==> src/rtl/sr04_scan_ctrl.sv <==
// rtl/sr04_scan_ctrl.sv - round-robin ping scheduler for a bank of SR04 ranging cores
//
// Serves up to NUM_SENS ranging cores one at a time. Each ping is a one-cycle
// active-low start pulse. The scheduler waits for the core's TRIG and the
// sensor's ECHO, samples the core's distance once it has settled, and emits
// one tagged result. A core that never triggers, or never sees an echo, is
// recovered by pulsing its reset. Successive start pulses are spaced by a
// fixed guard time.
//
// Ports:
//   clk_i          system clock
//   rst_n_i        asynchronous active-low reset
//   en_i           scan continuously while high
//   mask_i         per-sensor enable, sampled at each sensor selection
//   start_n_o      per-core start, active low, one-cycle pulse
//   sens_rst_n_o   per-core reset, active low
//   trig_i         per-core TRIG tap
//   echo_i         per-sensor ECHO tap, asynchronous
//   dist_i         per-core distance, sensor i at [16i+15:16i]
//   dist_o         reported distance in cm (16'hFFFF on a failed ping)
//   dist_id_o      sensor index of the result
//   dist_err_o     0 ok, 1 no TRIG, 2 echo timeout, 3 over range
//   dist_valid_o   one-cycle result strobe
//   busy_o         high whenever the scheduler is not idle
module sr04_scan_ctrl #(
    parameter int NUM_SENS    = 4,
    parameter int ID_W        = 2,
    parameter int CNT_W       = 24,
    parameter int GAP_CYC     = 3_000_000,
    parameter int TIMEOUT_CYC = 1_900_000,
    parameter int TRIG_WAIT   = 16,
    parameter int SETTLE_CYC  = 4,
    parameter int MAX_CM      = 400,
    parameter int RST_LEN     = 4
) (
    input  logic                   clk_i,
    input  logic                   rst_n_i,
    input  logic                   en_i,
    input  logic [NUM_SENS-1:0]    mask_i,
    output logic [NUM_SENS-1:0]    start_n_o,
    output logic [NUM_SENS-1:0]    sens_rst_n_o,
    input  logic [NUM_SENS-1:0]    trig_i,
    input  logic [NUM_SENS-1:0]    echo_i,
    input  logic [16*NUM_SENS-1:0] dist_i,
    output logic [15:0]            dist_o,
    output logic [ID_W-1:0]        dist_id_o,
    output logic [1:0]             dist_err_o,
    output logic                   dist_valid_o,
    output logic                   busy_o
);

    localparam int SUB_W = 8;

    localparam logic [CNT_W-1:0] TRIG_T    = CNT_W'(TRIG_WAIT);
    localparam logic [CNT_W-1:0] TIMEOUT_T = CNT_W'(TIMEOUT_CYC);
    localparam logic [CNT_W-1:0] GAP_T     = CNT_W'(GAP_CYC - 1);
    localparam logic [SUB_W-1:0] SETTLE_LAST = SUB_W'(SETTLE_CYC - 1);
    localparam logic [SUB_W-1:0] RST_LAST    = SUB_W'(RST_LEN - 1);
    localparam logic [15:0]      MAX_D       = 16'(MAX_CM);

    typedef enum logic [3:0] {
        S_IDLE,
        S_SELECT,
        S_START,
        S_WAIT_TRIG,
        S_WAIT_RISE,
        S_WAIT_FALL,
        S_SETTLE,
        S_REPORT,
        S_RECOVER,
        S_GAP
    } state_t;

    state_t               state_q;
    logic [CNT_W-1:0]     t_q;
    logic [SUB_W-1:0]     sub_q;
    logic [ID_W-1:0]      id_q;
    logic [ID_W-1:0]      last_id_q;
    logic [1:0]           err_q;
    logic [NUM_SENS-1:0]  echo_s1_q;
    logic [NUM_SENS-1:0]  echo_s2_q;
    logic [NUM_SENS-1:0]  start_n_q;
    logic [NUM_SENS-1:0]  sens_rst_n_q;
    logic [15:0]          dist_q;
    logic [ID_W-1:0]      dist_id_q;
    logic [1:0]           dist_err_q;
    logic                 dist_valid_q;
    logic                 busy_q;

    logic [CNT_W-1:0]     t_d;
    logic [ID_W-1:0]      pick_d;
    logic [ID_W-1:0]      first_any_d;
    logic [ID_W-1:0]      first_above_d;
    logic                 above_d;
    logic                 trig_sel;
    logic                 echo_sel;
    logic [15:0]          dist_sel;

    // Guard/timeout counter saturates so a very long GAP never wraps.
    assign t_d = (&t_q) ? t_q : t_q + 1'b1;

    assign trig_sel = trig_i[id_q];
    assign echo_sel = echo_s2_q[id_q];
    assign dist_sel = dist_i[{id_q, 4'b0000} +: 16];

    // Next sensor: lowest set mask bit above the last one served, otherwise
    // wrap to the lowest set bit overall. Descending scan leaves the lowest.
    always_comb begin
        first_any_d   = '0;
        first_above_d = '0;
        above_d       = 1'b0;
        for (int k = NUM_SENS - 1; k >= 0; k--) begin
            if (mask_i[k]) begin
                first_any_d = ID_W'(k);
                if (ID_W'(k) > last_id_q) begin
                    first_above_d = ID_W'(k);
                    above_d       = 1'b1;
                end
            end
        end
        pick_d = above_d ? first_above_d : first_any_d;
    end

    always_ff @(posedge clk_i or negedge rst_n_i) begin
        if (!rst_n_i) begin
            echo_s1_q <= '0;
            echo_s2_q <= '0;
        end else begin
            echo_s1_q <= echo_i;
            echo_s2_q <= echo_s1_q;
        end
    end

    always_ff @(posedge clk_i or negedge rst_n_i) begin
        if (!rst_n_i) begin
            state_q      <= S_IDLE;
            t_q          <= '0;
            sub_q        <= '0;
            id_q         <= '0;
            last_id_q    <= ID_W'(NUM_SENS - 1);
            err_q        <= 2'd0;
            start_n_q    <= '1;
            sens_rst_n_q <= '1;
            dist_q       <= '0;
            dist_id_q    <= '0;
            dist_err_q   <= 2'd0;
            dist_valid_q <= 1'b0;
            busy_q       <= 1'b0;
        end else begin
            t_q          <= t_d;
            start_n_q    <= '1;
            dist_valid_q <= 1'b0;
            case (state_q)
                S_IDLE: begin
                    if (en_i && (|mask_i)) begin
                        state_q <= S_SELECT;
                        busy_q  <= 1'b1;
                    end
                end
                S_SELECT: begin
                    if (|mask_i) begin
                        id_q              <= pick_d;
                        last_id_q         <= pick_d;
                        start_n_q[pick_d] <= 1'b0;
                        // t reads 0 during the START cycle itself.
                        t_q               <= '0;
                        state_q           <= S_START;
                    end else begin
                        state_q <= S_IDLE;
                        busy_q  <= 1'b0;
                    end
                end
                S_START: begin
                    state_q <= S_WAIT_TRIG;
                end
                S_WAIT_TRIG: begin
                    if (trig_sel) begin
                        state_q <= S_WAIT_RISE;
                    end else if (t_q >= TRIG_T) begin
                        err_q              <= 2'd1;
                        sens_rst_n_q[id_q] <= 1'b0;
                        sub_q              <= '0;
                        state_q            <= S_RECOVER;
                    end
                end
                S_WAIT_RISE: begin
                    // An echo already high on entry counts as the rise.
                    if (echo_sel) begin
                        state_q <= S_WAIT_FALL;
                    end else if (t_q >= TIMEOUT_T) begin
                        err_q              <= 2'd2;
                        sens_rst_n_q[id_q] <= 1'b0;
                        sub_q              <= '0;
                        state_q            <= S_RECOVER;
                    end
                end
                S_WAIT_FALL: begin
                    if (!echo_sel) begin
                        sub_q   <= '0;
                        state_q <= S_SETTLE;
                    end else if (t_q >= TIMEOUT_T) begin
                        err_q              <= 2'd2;
                        sens_rst_n_q[id_q] <= 1'b0;
                        sub_q              <= '0;
                        state_q            <= S_RECOVER;
                    end
                end
                S_SETTLE: begin
                    if (sub_q == SETTLE_LAST) begin
                        dist_valid_q <= 1'b1;
                        dist_id_q    <= id_q;
                        state_q      <= S_REPORT;
                        if (dist_sel > MAX_D) begin
                            dist_q     <= MAX_D;
                            dist_err_q <= 2'd3;
                        end else begin
                            dist_q     <= dist_sel;
                            dist_err_q <= 2'd0;
                        end
                    end else begin
                        sub_q <= sub_q + 1'b1;
                    end
                end
                S_RECOVER: begin
                    if (sub_q == RST_LAST) begin
                        sens_rst_n_q <= '1;
                        dist_valid_q <= 1'b1;
                        dist_id_q    <= id_q;
                        dist_q       <= 16'hFFFF;
                        dist_err_q   <= err_q;
                        state_q      <= S_REPORT;
                    end else begin
                        sub_q <= sub_q + 1'b1;
                    end
                end
                S_REPORT: begin
                    state_q <= S_GAP;
                end
                S_GAP: begin
                    if (t_q >= GAP_T) begin
                        if (en_i) begin
                            state_q <= S_SELECT;
                        end else begin
                            state_q <= S_IDLE;
                            busy_q  <= 1'b0;
                        end
                    end
                end
                default: begin
                    state_q <= S_IDLE;
                    busy_q  <= 1'b0;
                end
            endcase
        end
    end

    assign start_n_o    = start_n_q;
    assign sens_rst_n_o = sens_rst_n_q;
    assign dist_o       = dist_q;
    assign dist_id_o    = dist_id_q;
    assign dist_err_o   = dist_err_q;
    assign dist_valid_o = dist_valid_q;
    assign busy_o       = busy_q;

endmodule
==> config.mk <==
export PLATFORM = sky130hd
export DESIGN_NAME = sr04_scan_ctrl
export DESIGN_NICKNAME = d
export VERILOG_FILES = /design/src/rtl/sr04_scan_ctrl.sv
export SDC_FILE = /design/constraint.sdc
export NUM_CORES = 1
export LEC_CHECK = 0
export CORE_MARGIN = 5
export CORE_UTILIZATION = 30
export DETAILED_ROUTE_END_ITERATION = 8
export HOLD_SLACK_MARGIN = 0.02
export SYNTH_ARGS = -nofsm -noshare
export SYNTH_HDL_FRONTEND = slang
export SYNTH_SLANG_ARGS = --single-unit
==> constraint.sdc <==
create_clock -name clk_i -period 3.3 [get_ports clk_i]
set_input_delay 0.66 -clock clk_i [delete_from_list [all_inputs] [get_ports clk_i]]
set_output_delay 0.66 -clock clk_i [all_outputs]
set_load 0.005 [all_outputs]
==> results of run 1 <==
-- sequential cells by signal, indices dropped and copies added, names as in the netlist --
| name | cells |
|---|---|
| dist_o | 16 |
| state_q | 4 |
| last_id_q | 2 |
| dist_valid_o | 1 |
| id_q | 2 |
| start_n_o | 4 |
| t_q | 24 |
| sub_q | 8 |
| dist_id_o | 2 |
| sens_rst_n_o | 4 |
| echo_s1_q | 4 |
| dist_err_o | 2 |
| echo_s2_q | 4 |
| busy_o | 1 |
| err_q | 2 |
-- per-layer routing --
layer  track usage  vias to the layer above  share of wire
met3       0.02721                       10          0.038
met5             0                        -              0
met2        0.2372                       86           0.50
li1              -                     1830              -
met1        0.2061                     1886           0.45
met4       0.04462                        0          0.013
-- per-stage QoR --
step,instance area (um^2),util,power [mW]
after floorplan,4283,-,2.409
after global routing,5857,0.4203,4.256
after CTS,5857,0.4203,4.025
after detailed placement,5552,0.3984,2.986
final,5857,0.4203,3.987
after global placement,5552,0.3984,2.942
-- cells by family after synthesis --
group / after synthesis / synth area share
compound gates: 107 / 0.1680
xor+xnor: 15 / 0.03068
fa+ha+maj: 3 / 0.008765
buf+inv: 37 / 0.03622
flops: 80 / 0.4703
mux: 12 / 0.06369
simple gates: 184 / 0.2223
-- final cells by class --
type | instances | area [um^2]
Tap cell | 180 | 225.2
Multi-Input combinational cell | 321 | 2113
Inverter | 18 | 67.56
Clock inverter | 6 | 66.31
Sequential cell | 80 | 2014
Clock buffer | 10 | 239.0
Fill cell | 1359 | 8078
Timing Repair Buffer | 115 | 1131
-- placed cells by master, fill, tap and decap left out, drive strengths merged, types with 6 or more instances in the layout --
cell | netlist | final
nand3 | 18 | 18
nor3 | 17 | 17
inv | 17 | 18
a21o | 16 | 16
dfrtp | 70 | 70
a21oi | 24 | 24
xor2 | 6 | 6
nor2 | 58 | 58
and3 | 12 | 12
or3 | 8 | 8
nor4 | 8 | 8
nand4 | 9 | 9
buf | 3 | 8
o21ai | 28 | 28
nand2 | 27 | 27
xnor2 | 9 | 9
mux4 | 11 | 11
clkbuf | 16 | 10
clkdlybuf4s50 | 0 | 107
dfstp | 10 | 10
-- worst reg2reg max path: cells and delay by family, from the launching register on --
family          cells  cell delay, ns
compound gates      2            0.61
flops               1            0.72
mux                 1            0.64
simple gates        3            0.72
-- worst max path at each step --
| stage | startpoint | end | cells after the start |
|---|---|---|---|
| 2_1_floorplan | trig_i[3] | sub_q[2] | 6 |
| 3_3_place_gp | trig_i[3] | sub_q[2] | 7 |
| 3_5_place_dp | trig_i[3] | sub_q[6] | 7 |
| 4_1_cts | id_q[0] | sub_q[6] | 6 |
| 5_1_grt | id_q[0] | dist_o[4] | 7 |
| 6_report | id_q[0] | sub_q[6] | 6 |
-- power groups by stage --
stage | Combinational [mW] | Clock [mW] | Sequential, mW
4_1_cts | 1.49 | 1.05 | 1.49
3_5_place_dp | 1.48 | 0 | 1.50
6_report | 1.48 | 1.01 | 1.49
5_1_grt | 1.63 | 1.09 | 1.53
2_1_floorplan | 1.04 | 0 | 1.37
3_3_place_gp | 1.45 | 0 | 1.49
==> key figures, run 1 <==
Timing
  • Worst setup margin: 0.4875 ns
  • FMAX: about 0.36 GHz
  • Setup Total Neg Slack: 0 ns
  • Worst Tran Pin Value: between 1 and 1.5 ns
  • # setup viols final: 0
  • Fin crit share: 0.8523
  • Max Slew Vio Count: 0
  • Clk_skew: 0.01284 ns
  • WHS: 0.3486 ns
  • Fin. Hold Viols: 0
  • Unrepaired setup endpoints after global routing: false
  • Min Tclk post-route: 2.813 ns
  • Slew margin rel.: 0.3303

Yosys
  • Synth top area share: 0.4090
  • Main flop type after synthesis: dfrtp_1
  • Post-Syn Nets: 520
  • Post-synthesis sequential area ratio: 0.4703
  • Area contributors post-synth: dfrtp_1 41%, dfstp_2 6.1%, nor2_1 5.0%
  • Post-synthesis cell area: 0.004283 mm^2
  • Number of synthesized flops with an enable pin: 0
  • Distinct cell type count after synthesis: 63
  • Synthesized area per cell: 9.778 um^2
  • Largest area contributor in the netlist: dfrtp_1
  • FF+latch count, synth: 80
  • Ys async rst share: 1.000
  • Synth warn: 0
  • Synth top cells by count: 70 x dfrtp_1, 57 x nor2_1, 28 x o21ai_0, 27 x nand2_1, 23 x a21oi_1
  • Top-count cell post-synth: dfrtp_1
  • Gate Count Post-Synth: 438

Drt
  • Vias after detailed routing: 3812
  • Post-DR wirelength/cell: 16.85 um
  • Number of routed nets with antenna violations: 0
  • Via density: 5.222
  • Final WL: 12.30 mm
  • Starting DRT DRC Count: between 200 and 300
  • First-pass DRT Iterations: 5
  • DRC errors left: 0

Global route
  • Initial antenna violation count: 0
  • Gr usage total: 0.1484
  • Grt ovf: 0
  • Number of global-route vias before repair: 3802
  • Pin count of the biggest net entering global routing: 81
  • First-pass GRT wire length: ~20 mm

Final layout
  • Antenna fix cells: 0
  • Area delta synth->final: 36.75%
  • Final #Nets: around 630
  • Final Non-Filler Cells: 730
  • Share of layout cells above drive strength 1: 0.08909

Setup path
  • Crit path launch type: register
  • WP data required: 3.52 ns
  • R2R Path End: sub_q[6]
  • CP max stage delay: approximately 0.72 ns
  • FF-to-FF path depth: 6
  • Arrival @ worst endpoint: 3.04 ns
  • Worst r2r src: id_q[0]
  • Crit. End Element: register
  • Worst-path cell chain: mux4_2, a32o_1, nor2b_4, nand2b_4, or3_4, a211o_1
  • Critical path's top delay family: flip-flops
  • Reg2reg setup slack: ~0.49 ns
  • Setup CP Type: register to register
  • CP Buf/Inv Count: 0
  • Slowest CP cell: dfrtp_1
  • Highest fanout seen on the critical path: 11

Clock tree
  • H-tree level count: 3
  • Clock latency on the worst-skew pair: 0.34 ns
  • PostCTS Resize Cnt: 0
  • Reg clk slew, reported paths: 0.06 ns
  • Hold Buf Count CTS: 0
  • Clk Tree Root Cell: clkbuf_16
  • Count of clock tree sinks: 80
  • Postcts setup bufs: 0
  • TritonCTS Buffers: 9
  • Clk buf depth: 2
  • CTS tree: done

Place
  • IO Port Bufs: ~110
  • Placed cell count: 714
  • Final HPWL DP: roughly 9.4 mm
  • DP Worst Slack: 0.2000 ns
  • Final GP Congestion: 0.8729

Power
  • Reg power frac: 0.373
  • Internal power: about 2.6 mW
  • Sw Ratio: 0.3534
  • Total power per unit cell area: between 600 and 700 mW/mm^2
  • Power share of the combinational group: 0.372
  • Max rail drop VDD: about 0.46 mV
  • Lkg Pwr: 2.471 nW
  • Clock power share: 0.254
  • Psw: 1.409 mW

Floorplan
  • Die area: around 0.017 mm^2
  • Num ports: 109
  • Row cnt: 43
  • Die Width: 129.5 um
  • Die H: 129.5 um
  • Initial Utilization: 0.3074
  • Core area: 0.01393 mm^2

Min path
  • WHS Endpoint: echo_s2_q[3]
  • Hold path cells: 0
  • Hold path startpoint: echo_s1_q[3]
  • Min-delay worst type: register to register

Run
  • Max cap viols: 0

Status
  • Status: complete, no violations
Note: power is estimated with default switching activity, not from simulation.
==> inputs of run 2 (changes only) <==
--- a/config.mk
+++ b/config.mk
@@ -12,3 +12,4 @@
 export SYNTH_ARGS = -nofsm -noshare
 export SYNTH_HDL_FRONTEND = slang
 export SYNTH_SLANG_ARGS = --single-unit
+export TNS_END_PERCENT = 5
==> results of run 2 <==
No change in the layout: final DEF, timing and power equal those of run 1.
==> inputs of run 3 (changes only) <==
--- a/config.mk
+++ b/config.mk
@@ -8,7 +8,9 @@
 export CORE_MARGIN = 5
 export CORE_UTILIZATION = 30
 export DETAILED_ROUTE_END_ITERATION = 8
+export GPL_ROUTABILITY_DRIVEN = 0
 export HOLD_SLACK_MARGIN = 0.02
+export SLEW_MARGIN = 20
 export SYNTH_ARGS = -nofsm -noshare
 export SYNTH_HDL_FRONTEND = slang
 export SYNTH_SLANG_ARGS = --single-unit
==> run 3 against run 2 <==
  * Count of clock-buffer cells in the layout stayed put
  * Largest cell class unchanged
  * Cell area is essentially flat
  * Critical path type unchanged
  * Register-to-register slack about the same
  * Worst setup slack worse by 0.0075 ns
==> key figures, run 3 (synthesis gave the netlist of run 1 again) <==
Global route
  • Initial antenna violation count: 0
  • M1 GR Usage: 0.2061
  • Met2 usage: 0.2372
  • First-pass GRT wire length: 19.91 mm
  • GR Util met3: 0.02721
  • Gr usage total: 0.1484
  • Pin count of the biggest net entering global routing: 81
  • Grt ovf: 0
  • GRT busiest layer: met2
  • Number of global-route vias before repair: 3802

Clock tree
  • TritonCTS Buffers: 9
  • Hold Buf Count CTS: 0
  • CTS tree: done
  • Clock latency on the worst-skew pair: 0.34 ns
  • Postcts setup bufs: 0
  • Reg clk slew, reported paths: 0.06 ns
  • Clk buf depth: 2
  • Count of clock tree sinks: 80
  • PostCTS Resize Cnt: 0
  • H-tree level count: 3
  • Clk Tree Root Cell: clkbuf_16

Setup path
  • Critical Path End: sub_q[6]
  • Worst r2r src: id_q[0]
  • Setup CP Type: register to register
  • Reg2reg setup slack: ~0.48 ns
  • Crit. End Element: register
  • Crit path launch type: register
  • Highest fanout seen on the critical path: 11
  • R2R Path End: sub_q[6]
  • Arrival @ worst endpoint: 3.05 ns
  • FF-to-FF path depth: 6
  • Worst Setup SP: id_q[0]
  • WP data required: around 3.5 ns

Timing
  • Unrepaired setup endpoints after global routing: false
  • Setup Total Neg Slack: 0 ns
  • Max Slew Vio Count: 0
  • Worst Tran Pin Value: 0.7227 ns
  • Fin crit share: 0.8545
  • Slew margin rel.: 0.5182
  • FMAX: 0.3546 GHz
  • Clk_skew: 0.01132 ns
  • WHS: 0.3421 ns
  • Fin. Hold Viols: 0
  • Min Tclk post-route: 2.820 ns
  • # setup viols final: 0

Place
  • Placed cell count: 714
  • Final HPWL DP: 9.408 mm
  • IO Port Bufs: 108

Floorplan
  • Row cnt: 43
  • Die H: 129.5 um
  • Num ports: between 100 and 150
  • Initial Utilization: 0.3074
  • Die area: 0.01677 mm^2
  • Core area: ~0.014 mm^2
  • Die Width: 129.5 um

Final layout
  • Final Non-Filler Cells: 730
  • Largest reg by FF count: t_q
  • Most common cell after layout, fill and taps aside: clkdlybuf4s50_1
  • Fin util: 0.4206
  • Area delta synth->final: 36.84%
  • Final #Nets: around 630
  • Share of layout cells above drive strength 1: 0.08909
  • Number of flip-flops in the largest register: 24
  • Antenna fix cells: 0
  • Commonest non-fill, non-tap cells in the layout: 107 x clkdlybuf4s50_1, 70 x dfrtp_1, 57 x nor2_1, 28 x o21ai_0, 27 x nand2_1

Power
  • Power share of the combinational group: 0.372
  • Clock power share: 0.255
  • Internal power: 2.579 mW
  • Psw: 1.407 mW
  • Max rail drop VDD: 0.4602 mV
  • Reg power frac: 0.373
  • Final Power: roughly 4 mW
  • Sw Ratio: 0.3530
  • Lkg Pwr: 2.472 nW
  • Total power per unit cell area: about 680 mW/mm^2

Run
  • Max cap viols: 0

Min path
  • Min-delay worst type: input port to asynchronous set/reset pin

Status
  • Status: complete, no violations

Drt
  • First-pass DRT Iterations: 5
  • Post-DR wirelength/cell: 16.83 um
  • Vias after detailed routing: 3809
  • DRC errors left: 0
  • Final WL: 12.28 mm
  • Via density: 5.218
  • Starting DRT DRC Count: 268
  • Number of routed nets with antenna violations: 0
run 3: cell counts in the layout (fill, tap and decap cells not counted):
No cell type changed its count.
run 3: worst min-delay path by stage:
| stage | startpoint | endpoint | slack, ns | cells past startpoint |
|---|---|---|---|---|
| 2_1_floorplan | echo_s1_q[0] | echo_s2_q[0] | 0.33 | 0 |
| 3_3_place_gp | echo_s1_q[2] | echo_s2_q[2] | 0.33 | 0 |
| 3_5_place_dp | echo_s1_q[3] | echo_s2_q[3] | 0.34 | 0 |
| 4_1_cts | echo_s1_q[3] | echo_s2_q[3] | 0.35 | 0 |
| 5_1_grt | echo_s1_q[1] | echo_s2_q[1] | 0.37 | 0 |
| 6_report | rst_n_i | dist_o[11] | 0.34 | 1 |
run 3: area by class of cell:
class | count | area, um^2
Clock buffer | 10 | 239.0
Clock inverter | 6 | 66.31
Fill cell | 1359 | 8074
Inverter | 18 | 67.56
Multi-Input combinational cell | 321 | 2113
Sequential cell | 80 | 2014
Tap cell | 180 | 225.2
Timing Repair Buffer | 115 | 1135
run 3: per-stage QoR:
stage               area, um^2  setup slack (ns)
floorplan                 4283            0.8186
global placement          5552            0.2489
detailed placement        5552            0.2000
CTS                       5857            0.4437
global route              5861            0.3258
finish                    5861            0.4800
run 3: routing by layer:
layer / vias up / part of all wire
met5: - / 0
met4: 0 / 0.013
met3: 12 / 0.034
met2: 79 / 0.51
met1: 1885 / 0.45
li1: 1833 / -
run 3: critical path, cell delays in order, from the launching register on:
cell      delay, ns
dfrtp_1        0.72
mux4_2         0.64
a32o_1         0.31
nor2b_4        0.13
nand2b_4       0.17
or3_4          0.42
a211o_1        0.30
run 3: power by group through the flow:
stage | Sequential [mW] | Clock, mW | Combinational, mW
2_1_floorplan | 1.37 | 0 | 1.04
3_3_place_gp | 1.49 | 0 | 1.45
3_5_place_dp | 1.50 | 0 | 1.48
4_1_cts | 1.49 | 1.05 | 1.49
5_1_grt | 1.53 | 1.09 | 1.63
6_report | 1.49 | 1.02 | 1.48
